## src/rtl/dsp_pkg.sv

```systemverilog
// Shared DSP definitions: sequencer state encoding, datapath widths, saturation limits
// and the accumulator width rule.
package dsp_pkg;

  localparam int SAMPLE_W = 8;
  localparam int PROD_W   = 16;

  localparam logic signed [PROD_W-1:0] SAT_MAX = 16'sh7FFF;
  localparam logic signed [PROD_W-1:0] SAT_MIN = -16'sh8000;

  typedef enum logic [1:0] {
    ST_IDLE = 2'd0,
    ST_MAC  = 2'd1,
    ST_DONE = 2'd2
  } fir_state_e;

  // Enough headroom that summing taps full-scale products can never overflow.
  function automatic int acc_w(input int taps);
    return PROD_W + $clog2(taps);
  endfunction

endpackage

```

## src/rtl/Multiplier8bit.sv

```systemverilog
// Signed 8x8 -> 16 multiplier; full range including -128 * -128 = +16384.
module Multiplier8bit
  import dsp_pkg::*;
(
  input  logic signed [SAMPLE_W-1:0] a,
  input  logic signed [SAMPLE_W-1:0] b,
  output logic signed [PROD_W-1:0]   p
);

  assign p = PROD_W'(a) * PROD_W'(b);

endmodule

```

## src/rtl/fir_mac_sequencer.sv

```systemverilog
// Time-multiplexed direct-form FIR: one shared multiplier walks all taps per sample.
// Optional FIR_SAT_EN clamps the result to the 16-bit signed range.
module fir_mac_sequencer
  import dsp_pkg::*;
#(
  parameter int TAPS  = 8,
  parameter int ACC_W = acc_w(TAPS)
) (
  input  logic                       clk,
  input  logic                       rst,
  input  logic                       in_valid,
  output logic                       in_ready,
  input  logic signed [SAMPLE_W-1:0] in_data,
  input  logic                       coef_we,
  input  logic [$clog2(TAPS)-1:0]    coef_addr,
  input  logic signed [SAMPLE_W-1:0] coef_data,
  output logic                       coef_err,
  output logic                       out_valid,
  input  logic                       out_ready,
  output logic signed [ACC_W-1:0]    out_data
);

  localparam int IDX_W = $clog2(TAPS);

  // Handshakes: a transfer happens on a rising edge where valid && ready are both high;
  // a source holds valid and data stable until that edge, ready never depends on valid.

  fir_state_e                 state_q, state_d;
  logic signed [SAMPLE_W-1:0] x_q [TAPS];
  logic signed [SAMPLE_W-1:0] x_d [TAPS];
  logic signed [SAMPLE_W-1:0] c_q [TAPS];
  logic signed [SAMPLE_W-1:0] c_d [TAPS];
  logic [IDX_W-1:0]           idx_q, idx_d;
  logic signed [ACC_W-1:0]    acc_q, acc_d;
  logic signed [ACC_W-1:0]    out_data_q, out_data_d;
  logic                       out_valid_q, out_valid_d;
  logic                       in_ready_q, in_ready_d;
  logic                       coef_err_q, coef_err_d;

  logic signed [SAMPLE_W-1:0] mul_a, mul_b;
  logic signed [PROD_W-1:0]   prod;
  logic signed [ACC_W-1:0]    prod_ext;
  logic signed [ACC_W-1:0]    acc_sum;
  logic signed [ACC_W-1:0]    result;

  assign mul_a = x_q[idx_q];
  assign mul_b = c_q[idx_q];

  Multiplier8bit u_mult (
    .a (mul_a),
    .b (mul_b),
    .p (prod)
  );

  assign prod_ext = ACC_W'(prod);
  assign acc_sum  = acc_q + prod_ext;

`ifdef FIR_SAT_EN
  localparam logic signed [ACC_W-1:0] SAT_HI = ACC_W'(SAT_MAX);
  localparam logic signed [ACC_W-1:0] SAT_LO = ACC_W'(SAT_MIN);

  always_comb begin
    result = acc_sum;
    if (acc_sum > SAT_HI) begin
      result = SAT_HI;
    end else if (acc_sum < SAT_LO) begin
      result = SAT_LO;
    end
  end
`else
  assign result = acc_sum;
`endif

  always_comb begin
    state_d     = state_q;
    x_d         = x_q;
    c_d         = c_q;
    idx_d       = idx_q;
    acc_d       = acc_q;
    out_data_d  = out_data_q;
    out_valid_d = out_valid_q;
    in_ready_d  = in_ready_q;
    coef_err_d  = coef_err_q;
    case (state_q)
      ST_IDLE: begin
        // A write landing with the sample handshake is seen by that sample's MAC pass.
        if (coef_we) begin
          c_d[coef_addr] = coef_data;
        end
        if (in_valid && in_ready_q) begin
          x_d[0] = in_data;
          for (int k = 1; k < TAPS; k++) begin
            x_d[k] = x_q[k-1];
          end
          acc_d      = '0;
          idx_d      = '0;
          in_ready_d = 1'b0;
          state_d    = ST_MAC;
        end
      end
      ST_MAC: begin
        if (coef_we) begin
          coef_err_d = 1'b1;
        end
        acc_d = acc_sum;
        idx_d = idx_q + 1'b1;
        if (idx_q == IDX_W'(TAPS - 1)) begin
          out_data_d  = result;
          out_valid_d = 1'b1;
          state_d     = ST_DONE;
        end
      end
      ST_DONE: begin
        if (coef_we) begin
          coef_err_d = 1'b1;
        end
        if (out_ready) begin
          out_valid_d = 1'b0;
          in_ready_d  = 1'b1;
          state_d     = ST_IDLE;
        end
      end
      default: begin
        out_valid_d = 1'b0;
        in_ready_d  = 1'b1;
        state_d     = ST_IDLE;
      end
    endcase
  end

  always_ff @(posedge clk or posedge rst) begin
    if (rst) begin
      state_q <= ST_IDLE;
      for (int k = 0; k < TAPS; k++) begin
        x_q[k] <= '0;
        c_q[k] <= '0;
      end
      idx_q       <= '0;
      acc_q       <= '0;
      out_data_q  <= '0;
      out_valid_q <= 1'b0;
      in_ready_q  <= 1'b1;
      coef_err_q  <= 1'b0;
    end else begin
      state_q     <= state_d;
      x_q         <= x_d;
      c_q         <= c_d;
      idx_q       <= idx_d;
      acc_q       <= acc_d;
      out_data_q  <= out_data_d;
      out_valid_q <= out_valid_d;
      in_ready_q  <= in_ready_d;
      coef_err_q  <= coef_err_d;
    end
  end

  assign in_ready  = in_ready_q;
  assign out_valid = out_valid_q;
  assign out_data  = out_data_q;
  assign coef_err  = coef_err_q;

endmodule
```

## config.mk

```make
export PLATFORM = sky130hd
export DESIGN_NAME = fir_mac_sequencer
export DESIGN_NICKNAME = d
export VERILOG_FILES = /design/src/rtl/dsp_pkg.sv /design/src/rtl/Multiplier8bit.sv /design/src/rtl/fir_mac_sequencer.sv
export SDC_FILE = /design/constraint.sdc
export NUM_CORES = 1
export LEC_CHECK = 0
export CORE_MARGIN = 8
export CORE_UTILIZATION = 55
export CTS_CLUSTER_DIAMETER = 80
export DETAILED_ROUTE_END_ITERATION = 8
export PLACE_DENSITY = 0.73
export SLEW_MARGIN = 20
export SYNTH_ARGS = -nofsm -noshare
export SYNTH_HDL_FRONTEND = slang
export SYNTH_SLANG_ARGS = --single-unit
```

## constraint.sdc

```tcl
create_clock -name clk -period 8 [get_ports clk]
set_input_delay 1.6 -clock clk [delete_from_list [all_inputs] [get_ports clk]]
set_output_delay 1.6 -clock clk [all_outputs]
set_load 0.005 [all_outputs]
```

==> summary.txt, run 1 <==
Cells and area
  • Share of final-layout standard cells stronger than drive strength 1: 0.258
  • Layout net count: between 1000 and 1500
  • Commonest non-fill, non-tap cell in the layout: sky130_fd_sc_hd__dfrtp_1
  • Number of fill cells: 1491
  • # diodes: 0
  • Final std cells w/o fill: 1195
  • Core occupancy in the finished layout: 0.638
  • Most frequent cells in the layout: 172 x sky130_fd_sc_hd__dfrtp_1, 130 x sky130_fd_sc_hd__mux2_2, 90 x sky130_fd_sc_hd__inv_1
  • Growth of design area from synthesis to finish: 13.5%

Clock tree
  • Buffer count from post-CTS setup fixing: 0
  • Skew-Pair Late Insertion Delay: 0.43 ns
  • TritonCTS clock tree: yes
  • Clock Root Buffer: sky130_fd_sc_hd__clkbuf_16
  • Clock-pin slew of the registers on the worst-case setup and hold paths: 0.07 ns
  • Post-cts sizing count: 0
  • H-tree level count: 4
  • Clk buf depth: 2
  • TritonCTS buffer count: 17
  • Hold buffer count at CTS: 0
  • TritonCTS sink count: 174

STA
  • Final cycle utilization of the critical path: 0.846
  • Final count of hold timing violations: 0
  • Summed negative setup slack over all endpoints: 0 ns
  • Peak clock frequency supported by timing: 148 MHz
  • Worst rel slew slack: 0.345
  • Final period demand of the worst path: 6.77 ns
  • Clock Skew: 0.00932 ns
  • Final setup violation count: 0
  • Pin slew with the least headroom to its limit: 0.983 ns
  • Max-slew violation count: 0
  • RSZ-0062 raised after global routing: false

Power
  • Pint: 1.75 mW
  • Part of the power in registers: 0.425
  • Net switching power: 0.587 mW
  • Leak: 6.06 nW
  • Worst ir drop on vdd: 155 µV
  • Proportion of total power due to net switching: 0.251
  • Areal power density over the cells: 188 nW/µm²
  • Proportion of power drawn by the clock network: 0.431
  • Portion of total power attributed to combinational logic: 0.145

Setup path
  • Register-to-register setup slack: 1.23 ns
  • Number of cells traversed by the worst register-to-register path: 17
  • Startpoint Class: flop
  • Largest fanout of any net on the critical path: 21
  • Category of the critical setup timing path: reg2reg
  • Required @ worst endpoint: 8.35 ns
  • WP data arrival: 7.11 ns
  • Setup crit end kind: flop
  • Launching instance or port of the critical path: idx_q[1]$_DFFE_PP0P_
  • Reg2reg start: idx_q[1]$_DFFE_PP0P_
  • Reg2Reg Capture Point: out_data[17]$_DFFE_PP0P_

Global routing
  • Via count of the first global-routing pass: 7163
  • Pin count of the biggest net entering global routing: 94
  • Residual overflow from global routing: 0
  • Number of antenna violations at the first check in global routing: 0
  • Global routing usage summed across all routing layers: 0.196
  • Wire length of the first global-routing pass: 37.6 mm

Synthesis
  • Synth Register Bits: 174
  • Warnings from Yosys: 0
  • Net count after synthesis: slightly above 1000
  • Share of synthesized area occupied by flip-flops and latches: 0.397
  • Average cell area after synthesis: 12.7 µm²
  • Cell count after synthesis: 865
  • Fraction of registers with async set or reset after synthesis: 1.00
  • Number of distinct standard cells referenced by the synthesized netlist: 52
  • Post-Synthesis Cell Area: 11000 µm²
  • Top FF cell, synth: sky130_fd_sc_hd__dfrtp_1
  • Number of enable-type register cells in the synthesized netlist: 0

Die
  • Placeable core area: 19500 µm²
  • Chip Width: 157 µm
  • Number of cell rows: 51
  • Vertical extent of the die: between 150 and 200 µm
  • Starting density of the core: 0.562
  • Die Area: between 20000 and 25000 µm²
  • Number of placed I/O pins: between 40 and 50

Routing
  • Routed vias/inst: 5.52
  • Routed len/inst: 18.4 µm
  • Post-DRT Antenna Nets: 0
  • Detailed-route wire length: 22.0 mm
  • Number of detailed-route iterations in the first pass: 4
  • Remaining routing DRC violations: 0
  • Total number of vias: between 6000 and 7000
  • DR iter-0 viols: 369

Run status
  • Outcome: finished, final reports clean

Place
  • Post-DP HPWL: around 16 mm
  • Global placement routability congestion: 0.860
  • Number of port buffers: 45
  • Cell Count Post-Placement: 1163

Run
  • Number of violations of the max-capacitance limit: 0

Hold path
  • Tightest Hold Check Type: reg2reg
  • Cell depth of the worst hold path: 2
  • Worst Min Path Start: out_data[8]$_DFFE_PP0P_
  • Hold worst-path end: out_data[8]$_DFFE_PP0P_
[layout make-up]
class                      instances  area, µm²  share of cell area
clock buffer                      18        439              0.0353
clock inverter                    14        275              0.0221
inverter                          99        377              0.0302
multi-input combinational        567       6130               0.492
sequential                       174       4360               0.350
tap                              265        332              0.0266
timing repair buffer              58        548              0.0440
[worst max-delay path: stages, from the launching register on]
cell and delay (ns):
sky130_fd_sc_hd__dfrtp_1 0.99, sky130_fd_sc_hd__buf_4 0.33, sky130_fd_sc_hd__mux4_2 0.33, sky130_fd_sc_hd__mux2i_2 0.56, sky130_fd_sc_hd__or2_1 0.21, sky130_fd_sc_hd__fa_1 0.44, sky130_fd_sc_hd__fa_1 0.55, sky130_fd_sc_hd__inv_1 0.06
sky130_fd_sc_hd__fa_1 0.50, sky130_fd_sc_hd__fa_1 0.51, sky130_fd_sc_hd__fa_1 0.49, sky130_fd_sc_hd__ha_1 0.36, sky130_fd_sc_hd__o21ai_0 0.17, sky130_fd_sc_hd__o21ai_2 0.12, sky130_fd_sc_hd__a221o_1 0.36, sky130_fd_sc_hd__a21oi_2 0.18
sky130_fd_sc_hd__mux2_1 0.35, sky130_fd_sc_hd__a31oi_1 0.18
[Yosys cell counts, types with 6 or more instances]
cell | count | area (µm²)
sky130_fd_sc_hd__xnor2_1 | 10 | 87.6
sky130_fd_sc_hd__dfrtp_1 | 173 | 4330
sky130_fd_sc_hd__inv_2 | 8 | 30.0
sky130_fd_sc_hd__buf_2 | 8 | 40.0
sky130_fd_sc_hd__clkbuf_1 | 12 | 45.0
sky130_fd_sc_hd__o21ai_0 | 11 | 55.1
sky130_fd_sc_hd__ha_1 | 49 | 613
sky130_fd_sc_hd__nand2_1 | 69 | 259
sky130_fd_sc_hd__nor2_1 | 58 | 218
sky130_fd_sc_hd__mux2_2 | 130 | 1460
sky130_fd_sc_hd__nand3_1 | 7 | 35.0
sky130_fd_sc_hd__fa_1 | 84 | 1680
sky130_fd_sc_hd__mux4_2 | 32 | 721
sky130_fd_sc_hd__inv_1 | 91 | 342
sky130_fd_sc_hd__mux2i_2 | 12 | 165
sky130_fd_sc_hd__a21oi_1 | 14 | 70.1
sky130_fd_sc_hd__a22o_1 | 15 | 131
sky130_fd_sc_hd__or2_1 | 6 | 37.5
sky130_fd_sc_hd__nand2b_1 | 6 | 37.5
[logic make-up after synthesis]
kind of cell | share of synthesized area
DFF | 0.397
buffers and inverters | 0.0454
xor gates and xnor gates | 0.0156
and+or+nand+nor | 0.0669
AOI/OAI and AO/OA | 0.0473
muxes | 0.219
adders and majority gates | 0.209
[per-layer routing]
| metal | track usage | part of all wire | vias up |
|---|---|---|---|
| met4 | 0.0635 | 0.018 | 0 |
| met2 | 0.318 | 0.48 | 118 |
| li1 | - | - | 3051 |
| met3 | 0.0340 | 0.040 | 19 |
| met5 | 0 | 0 | - |
| met1 | 0.264 | 0.46 | 3406 |
[worst max-delay path by stage]
stage / to / slack (ns) / depth (start not counted)
2_1_floorplan: out_data[17]$_DFFE_PP0P_ / 1.60 / 20
3_3_place_gp: out_data[17]$_DFFE_PP0P_ / 1.25 / 16
3_5_place_dp: out_data[17]$_DFFE_PP0P_ / 1.04 / 16
4_1_cts: out_data[17]$_DFFE_PP0P_ / 0.97 / 16
5_1_grt: out_data[17]$_DFFE_PP0P_ / 0.91 / 18
6_report: out_data[17]$_DFFE_PP0P_ / 1.23 / 17
[state kept, by name (all words and copies together), names as in the netlist]
| register | flops |
|---|---|
| idx_q | 3 |
| out_valid | 1 |
| acc_q | 19 |
| in_ready | 1 |
| coef_err | 1 |
| x_q | 64 |
| c_q | 64 |
| state_q | 2 |
| out_data | 19 |
[per-stage QoR]
step           area [µm²]  total power, mW  setup WS [ns]  hold WS (ns)
2_1_floorplan       11000             1.25           1.60         0.450
5_1_grt             12500             2.44          0.906         0.486
3_5_place_dp        11700             1.34           1.04         0.462
6_report            12500             2.34           1.23         0.472
4_1_cts             12500             2.36          0.966         0.478
3_3_place_gp        11700             1.33           1.25         0.457
[power groups by stage]
stage	clock network [mW]	registers (mW)	logic, mW
global route	1.06	0.999	0.376
detailed placement	0	1.01	0.336
floorplan	0	0.989	0.260
CTS	1.03	0.991	0.340
finish	1.01	0.992	0.338
global placement	0	1.00	0.326
No activity file was read; power rests on OpenSTA's default activity.
==> run 2, diff against run 1 <==
--- a/config.mk
+++ b/config.mk
@@ -9,7 +9,7 @@
 export CORE_UTILIZATION = 55
 export CTS_CLUSTER_DIAMETER = 80
 export DETAILED_ROUTE_END_ITERATION = 8
-export PLACE_DENSITY = 0.73
+export PLACE_DENSITY = 0.76
 export SLEW_MARGIN = 20
 export SYNTH_ARGS = -nofsm -noshare
 export SYNTH_HDL_FRONTEND = slang
==> constraint.sdc (replaced) <==
create_clock -name clk -period 5.6 [get_ports clk]
set_input_delay 1.12 -clock clk [delete_from_list [all_inputs] [get_ports clk]]
set_output_delay 1.12 -clock clk [all_outputs]
set_load 0.005 [all_outputs]
==> run 2 against run 1 <==
Compared with the run above: the flow now finishes with violations (negative setup slack); critical path depth rose by 4; cell count rose by 7.4%; global-route usage increased by 1.3 points; sequential share of layout area down 3.4 points; via count up 11%; clock skew is 0.0055 ns higher; core utilization increased by 6.8 points; critical path type unchanged; critical endpoint is now acc_q[17]$_DFFE_PP0P_; largest cell class unchanged; largest power group is now sequential cells.
==> summary.txt, run 2 (synthesis results as in run 1) <==
Setup path
  • Slowest CP cell: sky130_fd_sc_hd__fa_1
  • Required @ worst endpoint: a little under 6 ns
  • Launching instance or port of the critical path: idx_q[0]$_DFFE_PP0P_
  • List of cells traversed by the critical path: buf_12 -> buf_12 -> mux4_2 -> mux2i_4 -> buf_6 -> nor2_4 -> buf_6 -> buf_4 -> fa_1 -> fa_1 -> inv_1 -> fa_1 -> inv_1 -> fa_1 -> ha_1 -> ha_1 -> a21oi_1 -> nor2_1 -> a31oi_2 -> o21ai_0 -> o21bai_1
  • Delay of the slowest cell on the worst path: 0.54 ns
  • Register-to-register setup slack: -0.30 ns
  • Category of the critical setup timing path: reg2reg
  • Largest fanout of any net on the critical path: 7
  • Reg2reg start: idx_q[0]$_DFFE_PP0P_
  • Setup crit end kind: flop
  • WP data arrival: between 6 and 7 ns
  • Startpoint Class: flop
  • Library cell appearing most often on the critical path: sky130_fd_sc_hd__fa_1

Cells and area
  • Growth of design area from synthesis to finish: 25.6%
  • # diodes: 0
  • Layout net count: 1162
  • Most frequent cells in the layout: 171 x sky130_fd_sc_hd__dfrtp_1, 128 x sky130_fd_sc_hd__mux2_2, 83 x sky130_fd_sc_hd__inv_1
  • Commonest non-fill, non-tap cell in the layout: sky130_fd_sc_hd__dfrtp_1
  • Registers with the most flip-flops: c_q: 64 flops, x_q: 64 flops
  • Number of fill cells: 1282
  • Share of final-layout standard cells stronger than drive strength 1: 0.390
  • Area of all placed cells without fillers: 13800 µm²
  • Core occupancy in the finished layout: 0.706

Routing
  • Detailed-route wire length: 25.2 mm
  • Remaining routing DRC violations: 0
  • Total number of vias: 7293
  • Routed vias/inst: 5.68
  • Post-DRT Antenna Nets: 0
  • Routed len/inst: 19.7 µm
  • DR iter-0 viols: between 400 and 500
  • Number of detailed-route iterations in the first pass: 4

Place
  • Number of port buffers: 45
  • Global placement routability congestion: approximately 0.85
  • Cell area reported after detailed placement: 12500 µm²
  • Post-DP HPWL: around 16 mm

Global routing
  • Most used routing layer: met2
  • Wire length of the first global-routing pass: 40.1 mm
  • Number of antenna violations at the first check in global routing: 0
  • GR Layer Usage met2: 0.350
  • Global-route track usage on met1: 0.266
  • Pin count of the biggest net entering global routing: 175
  • Via count of the first global-routing pass: 7779
  • Global routing usage summed across all routing layers: 0.209
  • Residual overflow from global routing: 0
  • Met3 Track Usage GR: 0.0392

Clock tree
  • Hold buffer count at CTS: 0
  • Clk buf depth: 2
  • TritonCTS clock tree: yes
  • Skew-Pair Late Insertion Delay: around 0.44 ns
  • TritonCTS sink count: 174
  • H-tree level count: 4
  • TritonCTS buffer count: 17
  • Clock Root Buffer: sky130_fd_sc_hd__clkbuf_16
  • Clock-pin slew of the registers on the worst-case setup and hold paths: 0.07 ns

Die
  • Die Area: around 25000 µm²
  • Placeable core area: 19500 µm²
  • Vertical extent of the die: 157 µm
  • Number of cell rows: 51
  • Starting density of the core: 0.562
  • Chip Width: 157 µm
  • Number of placed I/O pins: 46

STA
  • Peak clock frequency supported by timing: 170 MHz
  • Clock Skew: ~0.015 ns
  • Final period demand of the worst path: 5.90 ns
  • Final setup violation count: 8
  • Final cycle utilization of the critical path: 1.05
  • Pin slew with the least headroom to its limit: ~0.99 ns
  • Final hold slack: between 0.4 and 0.5 ns
  • Post-route setup slack: -0.295 ns
  • Summed negative setup slack over all endpoints: -1.45 ns
  • Worst rel slew slack: 0.341
  • Max-slew violation count: 0
  • RSZ-0062 raised after global routing: true
  • Final count of hold timing violations: 0

Run
  • Number of violations of the max-capacitance limit: 0

Hold path
  • Tightest Hold Check Type: reg2reg
  • Worst Min Path Start: out_data[13]$_DFFE_PP0P_

Power
  • Leak: 6.51 nW
  • Areal power density over the cells: 243 nW/µm²
  • Total chip power: 3.35 mW
  • Worst ir drop on vdd: 224 µV

Run status
  • Failing checks: negative setup slack
  • Outcome: complete, but fails checks
run 2: cell count changes in the layout (fill, tap and decap cells not counted), moves of 7 or more:
cell,previous run,this run
sky130_fd_sc_hd__ha_1,49,31
sky130_fd_sc_hd__buf_4,13,72
sky130_fd_sc_hd__fa_1,84,77
sky130_fd_sc_hd__inv_1,90,83
sky130_fd_sc_hd__ha_4,0,16
sky130_fd_sc_hd__mux2i_4,0,14
sky130_fd_sc_hd__mux2i_2,12,0
sky130_fd_sc_hd__buf_6,0,19
sky130_fd_sc_hd__buf_12,0,9
sky130_fd_sc_hd__fa_2,0,7
run 2: layout make-up:
| cell class | count | area, µm² | area share |
|---|---|---|---|
| Clock buffer | 17 | 425 | 0.0309 |
| Multi-Input combinational cell | 567 | 6700 | 0.486 |
| Tap cell | 265 | 332 | 0.0241 |
| Timing Repair Buffer | 146 | 1410 | 0.102 |
| Inverter | 99 | 380 | 0.0276 |
| Clock inverter | 15 | 175 | 0.0127 |
| Sequential cell | 174 | 4360 | 0.316 |
run 2: worst paths after layout:
path / endpoint / cells past startpoint
hold reg to reg: out_data[13]$_DFFE_PP0P_ / 2
max in group asynchronous: idx_q[2]$_DFFE_PP0P_ / 3
setup reg to reg: acc_q[17]$_DFFE_PP0P_ / 21
hold / removal: out_data[13]$_DFFE_PP0P_ / 2
setup / recovery: acc_q[17]$_DFFE_PP0P_ / 21
min in group asynchronous: out_data[4]$_DFFE_PP0P_ / 3
run 2: worst max-delay path: cells and delay by family, from the launching register on:
family	cells	cell delay (ns)
and+or+nand+nor	2	0.19
adders and majority gates	6	2.67
buffers and inverters	7	0.84
AOI/OAI and AO/OA	4	0.86
muxes	2	0.82
DFF	1	0.38
run 2: where the power goes:
part           switching, mW  leakage, nW  total (mW)  internal [mW]
Combinational          0.336         3.93       0.717          0.381
Clock                  0.579        0.291        1.22          0.637
Sequential            0.0548         2.29        1.41           1.36
run 2: per-layer routing:
layer,up-vias,share of wire
met5,-,0
met4,0,0.031
met3,66,0.041
met2,195,0.50
met1,3790,0.42
li1,3242,-
run 2: timing repair:
item	in CTS	in global routing
pin swaps	7	39
endpoints found under the setup margin	12	19
resized for setup	34	59
hold endpoints to repair	0	0
cloned	2	0
setup buffers	13	11
run 2: metrics by stage:
stage          setup WS [ns]  instances
2_1_floorplan        0.00142        865
3_3_place_gp          -0.118       1226
3_5_place_dp          -0.280       1226
4_1_cts               -0.221       1273
5_1_grt               -0.452       1283
6_report              -0.295       1283
==> run 3, diff against run 2 <==
--- a/config.mk
+++ b/config.mk
@@ -5,6 +5,7 @@
 export SDC_FILE = /design/constraint.sdc
 export NUM_CORES = 1
 export LEC_CHECK = 0
+export ABC_AREA = 1
 export CORE_MARGIN = 8
 export CORE_UTILIZATION = 55
 export CTS_CLUSTER_DIAMETER = 80
==> run 3 against run 2 <==
Compared with the run above: the run now ends clean; count of clock-buffer cells in the layout is 1 higher; critical path depth is 3 higher; cell count is 30% higher; wire length is 2.8% higher; clock skew is 0.0022 ns lower; register-to-register slack better by 0.50 ns; sequential cell count stayed put; cell area is 7.0% lower; highest routed layer unchanged; synthesized cell count is 54% higher.
==> summary.txt, run 3 <==
Cells and area
  • Growth of design area from synthesis to finish: 14.8%
  • Number of fill cells: around 1700
  • # diodes: 0
  • Commonest non-fill, non-tap cell in the layout: sky130_fd_sc_hd__nand2_1
  • Combined flip-flop and latch cell area: 4360 µm²
  • Layout net count: 1538
  • Core occupancy in the finished layout: 0.638
  • Most frequent cells in the layout: 325 x sky130_fd_sc_hd__nand2_1, 188 x sky130_fd_sc_hd__o21ai_0, 178 x sky130_fd_sc_hd__inv_1
  • Share of final-layout standard cells stronger than drive strength 1: 0.0954
  • Registers with the most flip-flops: c_q: 64 flops, x_q: 64 flops
  • Final std cells w/o fill: around 1700
  • Area used by multi-input combinational logic: 5970 µm²

STA
  • Pin slew with the least headroom to its limit: roughly 0.97 ns
  • Final period demand of the worst path: 5.39 ns
  • Worst rel slew slack: 0.351
  • RSZ-0062 raised after global routing: true
  • Final cycle utilization of the critical path: 0.963
  • Max-slew violation count: 0
  • Clock Skew: about 0.013 ns
  • Final hold slack: 0.465 ns
  • Final count of hold timing violations: 0
  • Summed negative setup slack over all endpoints: 0 ns
  • Peak clock frequency supported by timing: 186 MHz
  • Final setup violation count: 0

Routing
  • DR iter-0 viols: 715
  • Total number of vias: approximately 9000
  • Detailed-route wire length: 26.0 mm
  • Routed vias/inst: 5.39
  • Remaining routing DRC violations: 0
  • Post-DRT Antenna Nets: 0
  • Number of detailed-route iterations in the first pass: 5
  • Routed len/inst: 15.6 µm

Hold path
  • Cell depth of the worst hold path: 1
  • Worst Min Path Start: coef_err$_DFFE_PP0P_
  • Tightest Hold Check Type: reg2reg

Global routing
  • Number of antenna violations at the first check in global routing: 0
  • Global routing usage summed across all routing layers: 0.218
  • Pin count of the biggest net entering global routing: 175
  • Wire length of the first global-routing pass: between 40 and 50 mm
  • Residual overflow from global routing: 0
  • Via count of the first global-routing pass: just under 9000

Synthesis
  • Adder-cell share of the synthesized area: 0.205
  • Synthesized-area fraction occupied by and/or/nand/nor cells: 0.172
  • Main combinational cell family by area after synthesis: adder cells
  • Average cell area after synthesis: 8.40 µm²
  • Cell count after synthesis: 1330
  • Synth Area in Compound Gates: 0.140
  • Most common cell in the synthesized netlist: sky130_fd_sc_hd__nand2_1
  • Ranking of synthesized cells by area: sky130_fd_sc_hd__dfrtp_1 39%, sky130_fd_sc_hd__fa_1 15%, sky130_fd_sc_hd__nand2_1 11%, sky130_fd_sc_hd__o21ai_0 8.6%, sky130_fd_sc_hd__inv_1 6.1%
  • Most instantiated cells after synthesis: 326 x sky130_fd_sc_hd__nand2_1, 191 x sky130_fd_sc_hd__o21ai_0, 181 x sky130_fd_sc_hd__inv_1, 173 x sky130_fd_sc_hd__dfrtp_1, 103 x sky130_fd_sc_hd__nor2_1
  • Mux share of post-synthesis cell area: 0
  • Post-Synthesis Cell Area: 11200 µm²
  • Post-synth top area cell: sky130_fd_sc_hd__dfrtp_1
  • Synth Register Bits: 174
  • Top FF cell, synth: sky130_fd_sc_hd__dfrtp_1
  • Net count after synthesis: 1487
  • Fraction of synthesized cell area in xor and xnor cells: 0.00392
  • Number of distinct standard cells referenced by the synthesized netlist: 33
  • Number of enable-type register cells in the synthesized netlist: 0
  • Warnings from Yosys: 0
  • Share of synthesized area occupied by flip-flops and latches: 0.390
  • Area share of the leading cell type in the synthesized netlist: 0.388
  • Fraction of registers with async set or reset after synthesis: 1.00

Setup path
  • Number of cells traversed by the worst register-to-register path: 24
  • Reg2reg start: idx_q[0]$_DFFE_PP0P_
  • WP data arrival: roughly 5.7 ns
  • Category of the critical setup timing path: reg2reg
  • Startpoint Class: flop
  • Setup crit end kind: flop
  • Required @ worst endpoint: 5.93 ns
  • Largest fanout of any net on the critical path: 42
  • Launching instance or port of the critical path: idx_q[0]$_DFFE_PP0P_

Run
  • Number of violations of the max-capacitance limit: 0

Clock tree
  • Skew-Pair Late Insertion Delay: roughly 0.44 ns
  • Clock-pin slew of the registers on the worst-case setup and hold paths: approximately 0.07 ns
  • TritonCTS sink count: 174
  • Clk buf depth: 2
  • TritonCTS buffer count: 17
  • TritonCTS clock tree: yes
  • H-tree level count: 4
  • Clock Root Buffer: sky130_fd_sc_hd__clkbuf_16

Die
  • Placeable core area: 20100 µm²
  • Number of cell rows: 52
  • Starting density of the core: 0.556
  • Chip Width: 159 µm
  • Vertical extent of the die: ~160 µm
  • Number of placed I/O pins: 46
  • Die Area: 25100 µm²

Place
  • Number of port buffers: 45
  • Global placement routability congestion: 0.917
  • Post-DP HPWL: 18.0 mm
  • Cell Count Post-Placement: 1623

Run status
  • Outcome: finished, final reports clean
run 3: path summary, 6_finish.rpt:
kind	to	slack [ns]
worst max register to register	out_data[11]$_DFFE_PP0P_	0.21
worst max-delay path	out_data[11]$_DFFE_PP0P_	0.21
worst min register to register	coef_err$_DFFE_PP0P_	0.47
max in group asynchronous	acc_q[13]$_DFFE_PP0P_	3.57
min in group asynchronous	c_q[19]$_DFFE_PP0P_	1.26
worst min-delay path	coef_err$_DFFE_PP0P_	0.47
run 3: worst max-delay path: stages (launching register included):
cell	delay [ns]
sky130_fd_sc_hd__dfrtp_2	0.47
sky130_fd_sc_hd__inv_2	0.12
sky130_fd_sc_hd__buf_12	0.21
sky130_fd_sc_hd__o21ai_0	0.11
sky130_fd_sc_hd__o221ai_1	0.19
sky130_fd_sc_hd__o21ai_2	0.14
sky130_fd_sc_hd__buf_4	0.18
sky130_fd_sc_hd__inv_1	0.08
sky130_fd_sc_hd__nand2_1	0.07
sky130_fd_sc_hd__fa_1	0.49
sky130_fd_sc_hd__inv_1	0.05
sky130_fd_sc_hd__fa_1	0.49
sky130_fd_sc_hd__inv_1	0.05
sky130_fd_sc_hd__fa_1	0.48
sky130_fd_sc_hd__inv_1	0.06
sky130_fd_sc_hd__fa_1	0.45
sky130_fd_sc_hd__fa_2	0.41
sky130_fd_sc_hd__ha_4	0.24
sky130_fd_sc_hd__a21oi_1	0.30
sky130_fd_sc_hd__nor2_1	0.10
sky130_fd_sc_hd__nor2_1	0.09
sky130_fd_sc_hd__nand2_1	0.06
sky130_fd_sc_hd__or2_2	0.28
sky130_fd_sc_hd__nand3_1	0.07
sky130_fd_sc_hd__nand2_1	0.05
run 3: area by class of cell:
cell class,instances,area share
inverters,196,0.0581
repair inverters,1,0.000390
flip-flops and latches,174,0.340
repair buffers,81,0.0642
clock inverters,14,0.0112
multi-input cells,910,0.466
well taps,270,0.0263
clock buffers,18,0.0342
run 3: metal layers:
layer,vias to the layer above,GRT usage,wire [µm]
li1,4315,-,-
met1,4327,0.287,11000
met2,277,0.363,13000
met3,45,0.0391,1540
met4,0,0.0633,488
met5,-,0,0
run 3: timing repair:
item | CTS | global route
setup endpoints to repair | 4 | 20
resized for setup | 1 | 41
pin swaps | 0 | 14
gates cloned | 0 | 2
buffers inserted | 0 | 7
hold buffers | 0 | 0
run 3: metrics by stage:
step | setup WS, ns | area (µm²)
global route | -0.124 | 12800
CTS | 0.0278 | 12600
floorplan | 0.105 | 11200
detailed placement | 0.0253 | 12000
finish | 0.210 | 12800
global placement | 0.173 | 12000
run 3: cells by family (layout without fill, tap and decap cells):
| logic type | count (synthesis) | in the layout |
|---|---|---|
| fa+ha+maj | 133 | 133 |
| xor+xnor | 5 | 5 |
| simple gates | 483 | 483 |
| compound gates | 289 | 289 |
| buf+inv | 246 | 310 |
| flops | 174 | 174 |
Power of run 3 is not shown: default switching activity piles up to over one toggle a cycle in this logic, so the estimate is an artifact.
